`config.mk`:
```
export PLATFORM = sky130hd
export DESIGN_NAME = firebird7_in_gate1_tessent_tdr_w3
export DESIGN_NICKNAME = d
export VERILOG_FILES = /design/src/rtl/firebird7_in_gate1_tessent_tdr_pkg.sv /design/src/rtl/firebird7_in_gate1_tessent_tdr_parity.sv /design/src/rtl/firebird7_in_gate1_tessent_tdr_w3.sv
export SDC_FILE = /design/constraint.sdc
export NUM_CORES = 1
export LEC_CHECK = 0
export ABC_CLOCK_PERIOD_IN_PS = 1900
export CELL_PAD_IN_SITES_DETAIL_PLACEMENT = 1
export CELL_PAD_IN_SITES_GLOBAL_PLACEMENT = 1
export CORE_AREA = 2 2 39 41
export DETAILED_ROUTE_END_ITERATION = 12
export DIE_AREA = 0 0 41 43
export GPL_TIMING_DRIVEN = 0
export PLACE_DENSITY = 0.78
export SYNTH_ARGS = -nofsm -noshare
export SYNTH_HDL_FRONTEND = slang
export SYNTH_SLANG_ARGS = --single-unit
```
`constraint.sdc`:
```
create_clock -name ijtag_tck -period 1.9 [get_ports ijtag_tck]
set_clock_uncertainty 0.05 [all_clocks]
set_input_delay 0.19 -clock ijtag_tck [delete_from_list [all_inputs] [get_ports ijtag_tck]]
set_output_delay 0.19 -clock ijtag_tck [all_outputs]
set_load 0.02 [all_outputs]
```
`src/rtl/firebird7_in_gate1_tessent_tdr_pkg.sv`:
```
// rtl/firebird7_in_gate1_tessent_tdr_pkg.sv - shared defaults, chain length and enable priority decode for the IJTAG TDR
package firebird7_in_gate1_tessent_tdr_pkg;

    localparam int TDR_WIDTH_DEFAULT = 3;

    typedef enum logic [1:0] {
        OP_IDLE    = 2'd0,
        OP_CAPTURE = 2'd1,
        OP_SHIFT   = 2'd2,
        OP_UPDATE  = 2'd3
    } tdr_op_e;

    function automatic int chain_len(input int width, input bit parity_en);
        return parity_en ? width + 2 : width + 1;
    endfunction

    // Capture wins over shift, shift over update; nothing happens while deselected.
    function automatic tdr_op_e decode_op(input logic sel, input logic ce,
                                          input logic se, input logic ue);
        if (!sel)    return OP_IDLE;
        else if (ce) return OP_CAPTURE;
        else if (se) return OP_SHIFT;
        else if (ue) return OP_UPDATE;
        else         return OP_IDLE;
    endfunction

endpackage

```
`src/rtl/firebird7_in_gate1_tessent_tdr_parity.sv`:
```
// rtl/firebird7_in_gate1_tessent_tdr_parity.sv - even-parity generation on capture and chain check on update
module firebird7_in_gate1_tessent_tdr_parity
    import firebird7_in_gate1_tessent_tdr_pkg::*;
#(
    parameter int WIDTH = TDR_WIDTH_DEFAULT
) (
    input  logic [WIDTH:0]   capture_fields,
    input  logic [WIDTH+1:0] chain,
    output logic             capture_parity,
    output logic             chain_ok
);

    assign capture_parity = ^capture_fields;
    assign chain_ok       = ~(^chain);

endmodule

```
`src/rtl/firebird7_in_gate1_tessent_tdr_w3.sv`:
```
// rtl/firebird7_in_gate1_tessent_tdr_w3.sv - IJTAG TDR driving a downstream mux select/data; parity via FIREBIRD7_IN_TDR_PARITY_EN
module firebird7_in_gate1_tessent_tdr_w3
    import firebird7_in_gate1_tessent_tdr_pkg::*;
#(
    parameter int              WIDTH      = TDR_WIDTH_DEFAULT,
    parameter logic [WIDTH-1:0] RESET_DATA = '0
) (
    input  logic             ijtag_tck,
    input  logic             ijtag_reset,
    input  logic             ijtag_sel,
    input  logic             ijtag_ce,
    input  logic             ijtag_se,
    input  logic             ijtag_ue,
    input  logic             ijtag_si,
    output logic             ijtag_so,
    input  logic [WIDTH-1:0] functional_data_in,
    output logic             ijtag_select,
    output logic [WIDTH-1:0] ijtag_data_out,
    output logic             update_error
);

`ifdef FIREBIRD7_IN_TDR_PARITY_EN
    localparam bit PARITY_EN = 1'b1;
`else
    localparam bit PARITY_EN = 1'b0;
`endif
    localparam int L = chain_len(WIDTH, PARITY_EN);

    logic [L-1:0]     sr_q, sr_d;
    logic             sel_q, sel_d;
    logic [WIDTH-1:0] data_q, data_d;
    logic             err_q, err_d;
    logic [L-1:0]     capture_vec;
    logic             upd_ok;
    tdr_op_e          op;

    assign op = decode_op(ijtag_sel, ijtag_ce, ijtag_se, ijtag_ue);

`ifdef FIREBIRD7_IN_TDR_PARITY_EN
    logic cap_par;

    firebird7_in_gate1_tessent_tdr_parity #(
        .WIDTH (WIDTH)
    ) u_parity (
        .capture_fields (({sel_q, functional_data_in})),
        .chain          (sr_q),
        .capture_parity (cap_par),
        .chain_ok       (upd_ok)
    );

    assign capture_vec = {sel_q, functional_data_in, cap_par};
`else
    assign upd_ok      = 1'b1;
    assign capture_vec = {sel_q, functional_data_in};
`endif

    always_comb begin
        sr_d   = sr_q;
        sel_d  = sel_q;
        data_d = data_q;
        err_d  = err_q;
        unique case (op)
            OP_CAPTURE: sr_d = capture_vec;
            OP_SHIFT:   sr_d = {ijtag_si, sr_q[L-1:1]};
            OP_UPDATE: begin
                // A rejected chain leaves the mux controls untouched and flags it.
                if (upd_ok) begin
                    sel_d  = sr_q[L-1];
                    data_d = sr_q[L-2 -: WIDTH];
                    err_d  = 1'b0;
                end else begin
                    err_d  = 1'b1;
                end
            end
            default: ;
        endcase
    end

    always_ff @(posedge ijtag_tck or negedge ijtag_reset) begin
        if (!ijtag_reset) begin
            sr_q   <= '0;
            sel_q  <= 1'b0;
            data_q <= RESET_DATA;
            err_q  <= 1'b0;
        end else begin
            sr_q   <= sr_d;
            sel_q  <= sel_d;
            data_q <= data_d;
            err_q  <= err_d;
        end
    end

    assign ijtag_so       = sr_q[0];
    assign ijtag_select   = sel_q;
    assign ijtag_data_out = data_q;
    assign update_error   = err_q;

endmodule

```
==> summary.txt, run 1 <==
Finish
  – Ant. Diodes: 0
  – FILL cells: 164
  – Share of cells above drive strength 1: 0.135
  – Layout area overhead: 45.3%
  – Final Util: 0.423
  – NumNets Final: 66

Power
  – Sw frac: 0.319
  – Psw: 0.203 mW
  – Internal: 0.433 mW
  – Worst vdd ir: 0.423 mV
  – Leak: 0.243 nW
  – Cell Pwr Density: 1080 nW/um2
  – Clock power frac: 0.205
  – Logic gate share of total power: 0.378
  – Reg power frac: 0.417

Detailed routing
  – DR DRC count: 0
  – Via count: 322
  – Iteration-0 DRC Markers: 2
  – Final antenna-violating net count: 0
  – Vias/cell: 4.74
  – Pre-antenna DRT Iters: 2
  – Post-DR wirelength/cell: 11.9 um
  – Wirelength, routed: 806 um

Timing
  – Final Cycle Share: 0.849
  – Max-slew violations: 0
  – Max Freq: 0.620 GHz
  – Setup violators final: 0
  – Final Hold Viols: 0
  – Crit path time final: 1.61 ns
  – RSZ-0062 raised after global routing: false
  – Setup TNS: 0 ns

Synth
  – FF+latch count, synth: 8
  – Synth Area per Inst: 11.5 um2
  – Post-synthesis instance area: 403 um2
  – Mapped Cells: 35
  – Post-synthesis cell type count: 15
  – Seq/Total Area, Yosys: 0.497
  – Mapped Nets: 47
  – Yosys warnings: 0

Clocking
  – Buffers from clock root to sink, at most: 2
  – CTS sink cnt: 8
  – CTS buffer count: 3
  – CTS tree: done
  – Root buf cell: clkbuf_4
  – Worst skew pair latency: 0.25 ns
  – Post_cts resized: 0
  – CTS Hold Bufs: 0
  – Post-CTS Setup Bufs: 0
  – Reg clk slew, reported paths: 0.05 ns
  – H-tree Lvls: 1

Floorplanning
  – # IOs: 16
  – Core area: 1380 um2
  – Die width: 41 um
  – Die area: 1760 um2
  – Effective utilization at floorplan: 0.291
  – Die Span Y: 43 um
  – Row count: 14

GRT
  – Vias in the first global route: 292
  – Remaining Overflow, GRT: 0
  – Initial antenna violation count: 0
  – Pin count of the biggest net entering global routing: 9
  – First-pass GRT wire length: 1210 um
  – GRT Resource Usage Total: 0.102

Run status
  – Status: finished, final reports clean

Placement
  – RD Place Congestion: 0.668
  – Detail Placement HPWL: 640 um
  – IO Port Bufs: 14

Worst setup path
  – Startpoint types: input port
  – CP Data Arrival Time: 1.70 ns
  – Critical Path RT: 1.99 ns
  – R2R depth: 1
  – Crit Path Category: input port to register
  – CP Max Fanout: 4
  – CP Capture Type: register

Run
  – Max Cap Viol: 0

Hold path
  – Hold Crit Class: input port to asynchronous set/reset pin
==> path summary, 6_finish.rpt <==
check,slack (ns),end,startpoint
setup / recovery,0.29,ijtag_data_out[1]$_DFFE_PN0N_,ijtag_se
max in group asynchronous,1.36,sr_q[1]$_DFFE_PN0P_,ijtag_reset
hold / removal,0.17,sr_q[3]$_DFFE_PN0P_,ijtag_reset
hold reg to reg,0.43,ijtag_data_out[0]$_DFFE_PN0N_,ijtag_data_out[0]$_DFFE_PN0N_
min in group ijtag_tck,0.43,ijtag_data_out[0]$_DFFE_PN0N_,ijtag_data_out[0]$_DFFE_PN0N_
setup reg to reg,1.05,ijtag_select$_DFFE_PN0N_,sr_q[3]$_DFFE_PN0P_
==> kinds of logic after synthesis <==
group | after synthesis | share of synthesized area
compound gates | 6 | 0.0807
fa+ha+maj | 2 | 0.0621
buf+inv | 3 | 0.0590
flops | 8 | 0.497
mux | 8 | 0.211
other cells | 1 | 0.00931
simple gates | 7 | 0.0808
==> power by group through the flow <==
stage	sequential, mW	combinational, mW	clock (mW)
floorplan	0.314	0.0729	0
global placement	0.266	0.237	0
detailed placement	0.268	0.244	0
CTS	0.266	0.245	0.130
global route	0.271	0.259	0.140
finish	0.265	0.240	0.130
==> cells in the final DEF, fill, tap and decap left out, types with 2 or more instances in the layout <==
cell type	count
ha_1	2
mux2i_1	4
clkbuf_4	3
clkdlybuf4s50_1	14
nor2_1	5
mux2_1	3
a21oi_1	4
dfrtp_1	8
==> final cells by class <==
cell class,count,area [um2],area share
sequential,8,200,0.342
multi-input combinational,24,179,0.306
timing repair buffer,14,140,0.239
buffer,3,23.8,0.0406
clock buffer,3,22.5,0.0385
tap,16,20.0,0.0342
==> sequential cells by signal, summed over array words and instances, names as in the netlist <==
signal and cells:
ijtag_select 1, ijtag_data_out 3, sr_q 4
==> worst max-delay path, stage by stage <==
cell and delay, ns:
clkdlybuf4s50_1 0.48, nor2_1 0.05, nor3b_1 0.29, ha_1 0.34, mux2_2 0.36
==> metrics by stage <==
| stage | std cells | cell area (um2) | total power, mW | setup slack, ns | hold slack, ns |
|---|---|---|---|---|---|
| after floorplan | 35 | 403 | 0.387 | 0.679 | -0.156 |
| after global placement | 65 | 563 | 0.503 | 0.0618 | 0.420 |
| after detailed placement | 65 | 563 | 0.512 | 0.00140 | 0.424 |
| after CTS | 68 | 586 | 0.641 | 0.260 | 0.187 |
| after global routing | 68 | 586 | 0.671 | 0.185 | 0.206 |
| final | 68 | 586 | 0.635 | 0.286 | 0.171 |
==> synth_stat cells, drive strengths merged <==
library cell	n	share of area
clkbuf	1	0.012
o21a	1	0.019
o21ai	1	0.012
conb	1	0.0093
nor2b	1	0.016
dfrtp	8	0.50
nor2	5	0.047
a21oi	4	0.050
ha	2	0.062
mux2	4	0.11
nor3b	1	0.019
mux2i	4	0.099
buf	2	0.047
==> layer usage <==
layer,global-route usage,part of all wire,vias to the layer above
met4,0.0400,0.014,0
met5,0,0,-
met1,0.144,0.46,157
li1,-,-,151
met2,0.141,0.46,12
met3,0.0314,0.067,2
Note: power is estimated with default switching activity, not from simulation.
==> run 2: changes to the inputs <==
ABC_CLOCK_PERIOD_IN_PS = 1350   (was 1900)
CORE_AREA = default   (was 2 2 39 41)
CORE_MARGIN = 2   (was default)
CORE_UTILIZATION = 27   (was default)
DIE_AREA = default   (was 0 0 41 43)
PLACE_DENSITY = 0.74   (was 0.78)
clock period = 1.35 ns   (was 1.9 ns; I/O delays follow)
==> run 2 against run 1 <==
Compared with the run above:
- cell count down 1.5%
- sequential power is 40% higher
- highest routed layer unchanged
- setup slack worse by 0.13 ns
- combinational power is 29% higher
- clock-buffer cell count is the same
- power rose by 37%
- sequential share of layout area is 0.99 points lower
- worst hold slack got worse by 0.066 ns
==> summary.txt, run 2 (synthesized netlist as in run 1, its figures left out) <==
Run status
  – Status: finished, final reports clean (unchanged)

Worst setup path
  – Crit Path Category: input port to register (unchanged)
  – Critical Path RT: 1.44 ns (was 1.99 ns)
  – CP Max Fanout: 4 (unchanged)
  – CP Capture Type: register (unchanged)
  – CP Data Arrival Time: 1.29 ns (was 1.70 ns)
  – Worst Setup SP: ijtag_se (unchanged)
  – Startpoint types: input port (unchanged)
  – Reg2reg start: sr_q[3]$_DFFE_PN0P_ (unchanged)

Finish
  – Layout area overhead: 49.7% (was 45.3%)
  – Ant. Diodes: 0 (unchanged)
  – Non-filler cells, final: 67 (was 68)
  – Final instance area: 603 um2 (was 586 um2)
  – Final Util: 0.447 (was 0.423)
  – Commonest non-fill, non-tap cell in the layout: dlygate4sd2_1 (was clkdlybuf4s50_1)
  – Share of cells above drive strength 1: 0.212 (was 0.135)
  – Most frequent cells in the layout: 9 x dlygate4sd2_1, 8 x dfrtp_1, 5 x nor2_1, 5 x clkdlybuf4s50_1 (was 14 x clkdlybuf4s50_1, 8 x dfrtp_1, 5 x nor2_1)
  – NumNets Final: 66 (unchanged)
  – Max reg flops: 4 (unchanged)
  – Biggest register: sr_q (unchanged)

Timing
  – Max-slew violations: 0 (unchanged)
  – WHS: 0.105 ns (was 0.171 ns)
  – Max Freq: 0.838 GHz
  – PnR worst setup slack: 0.156 ns (was 0.286 ns)
  – Crit path time final: 1.19 ns
  – Final Hold Viols: 0 (unchanged)
  – Final Cycle Share: 0.884
  – Setup TNS: 0 ns (unchanged)
  – Setup violators final: 0 (unchanged)
  – RSZ-0062 raised after global routing: false (unchanged)

Detailed routing
  – Post-DR wirelength/cell: 12.2 um (was 11.9 um)
  – Pre-antenna DRT Iters: 1 (was 2)
  – Vias/cell: 4.72 (was 4.74)
  – DR DRC count: 0 (unchanged)
  – Iteration-0 DRC Markers: 0 (was 2)
  – Via count: 316 (was 322)
  – Final antenna-violating net count: 0 (unchanged)
  – Wirelength, routed: 818 um (was 806 um)

Clocking
  – CTS buffer count: 3 (unchanged)
  – Buffers from clock root to sink, at most: 2 (unchanged)
  – CTS sink cnt: 8 (unchanged)
  – CTS tree: done (unchanged)
  – CTS Hold Bufs: 0 (unchanged)
  – H-tree Lvls: 1 (unchanged)
  – Worst skew pair latency: 0.26 ns (was 0.25 ns)
  – Reg clk slew, reported paths: 0.06 ns (was 0.05 ns)
  – Root buf cell: clkbuf_4 (unchanged)

Floorplanning
  – # IOs: 16 (unchanged)
  – Effective utilization at floorplan: 0.298 (was 0.291)
  – Die area: 1820 um2 (was 1760 um2)
  – Die Span Y: 42.6 um (was 43 um)
  – Die width: 42.6 um (was 41 um)
  – Row count: 13 (was 14)
  – Core area: 1350 um2 (was 1380 um2)

Power
  – Total power: 0.872 mW (was 0.635 mW)
  – Leak: 0.258 nW (was 0.243 nW)
  – Worst vdd ir: 0.783 mV (was 0.423 mV)
  – Cell Pwr Density: 1450 nW/um2 (was 1080 nW/um2)

Placement
  – IO Port Bufs: 14 (unchanged)
  – Placed cells: 64 (was 65)
  – Post-Place Worst Slack: -0.476 ns (was 0.00140 ns)
  – Placed instance area: 562 um2 (was 563 um2)
  – RD Place Congestion: 0.678 (was 0.668)

Hold path
  – Hold Crit Class: input port to asynchronous set/reset pin (unchanged)

GRT
  – Pin count of the biggest net entering global routing: 9 (unchanged)
  – GRT Resource Usage Total: 0.112 (was 0.102)
  – First-pass GRT wire length: 1500 um (was 1210 um)
  – Remaining Overflow, GRT: 0 (unchanged)
  – Vias in the first global route: 352 (was 292)
  – Initial antenna violation count: 0 (unchanged)

Run
  – Max Cap Viol: 0 (unchanged)
-- run 2: changes by cell type in the layout (fill, tap and decap cells not counted) --
| cell | previous run | this run |
|---|---|---|
| clkdlybuf4s50_1 | 14 | 5 |
| dlygate4sd2_1 | 0 | 9 |
| ha_1 | 2 | 0 |
| ha_2 | 0 | 1 |
| ha_4 | 0 | 1 |
| mux2_1 | 3 | 2 |
| mux2_4 | 0 | 1 |
| nor3b_1 | 1 | 0 |
| nor3b_4 | 0 | 1 |
-- run 2: power breakdown --
group | internal (mW) | switching [mW] | total (mW) | leakage [nW]
logic | 0.151 | 0.158 | 0.309 | 0.154
registers | 0.323 | 0.0483 | 0.371 | 0.0906
clock network | 0.102 | 0.0892 | 0.191 | 0.0138
-- run 2: cell type report --
type / count / area [um2]
sequential: 8 / 200
tap: 15 / 18.8
fill: 154 / 747
clock buffer: 3 / 22.5
multi-input combinational: 24 / 209
timing repair buffer: 14 / 129
buffer: 3 / 23.8
-- run 2: worst paths after layout --
| kind | to | slack (ns) | cells after the start |
|---|---|---|---|
| hold / removal | ijtag_data_out[2]$_DFFE_PN0N_ | 0.10 | 1 |
| min in group ijtag_tck | ijtag_data_out[0]$_DFFE_PN0N_ | 0.42 | 1 |
| setup reg to reg | ijtag_select$_DFFE_PN0N_ | 0.50 | 1 |
| max in group asynchronous | sr_q[0]$_DFFE_PN0P_ | 0.88 | 1 |
| setup / recovery | sr_q[2]$_DFFE_PN0P_ | 0.16 | 7 |
| hold reg to reg | ijtag_data_out[0]$_DFFE_PN0N_ | 0.42 | 1 |
-- run 2: worst max-delay path: stages --
cell and delay, ns:
dlygate4sd2_1 0.21, nor2_1 0.07, nor3b_4 0.26, ha_2 0.22, buf_6 0.11, mux2i_1 0.19, a21oi_1 0.09
-- run 2: repair_timing --
| action | 4_1_cts | 5_1_grt |
|---|---|---|
| setup endpoints to repair | 13 | 0 |
| endpoints found under the hold margin | 0 | 0 |
| gates resized for setup | 15 | 0 |
| buffers inserted | 0 | 0 |
-- run 2: routing by layer --
metal | global-route usage | wire length (um)
met1 | 0.153 | 396
met2 | 0.152 | 332
met4 | 0.0750 | 25
met5 | 0 | 0
met3 | 0.0302 | 64
==> run 3: changes to the inputs <==
SKIP_LAST_GASP = 1   (was default)
==> results of run 3 <==
The final DEF is identical to that of run 2; final timing and power are the same.
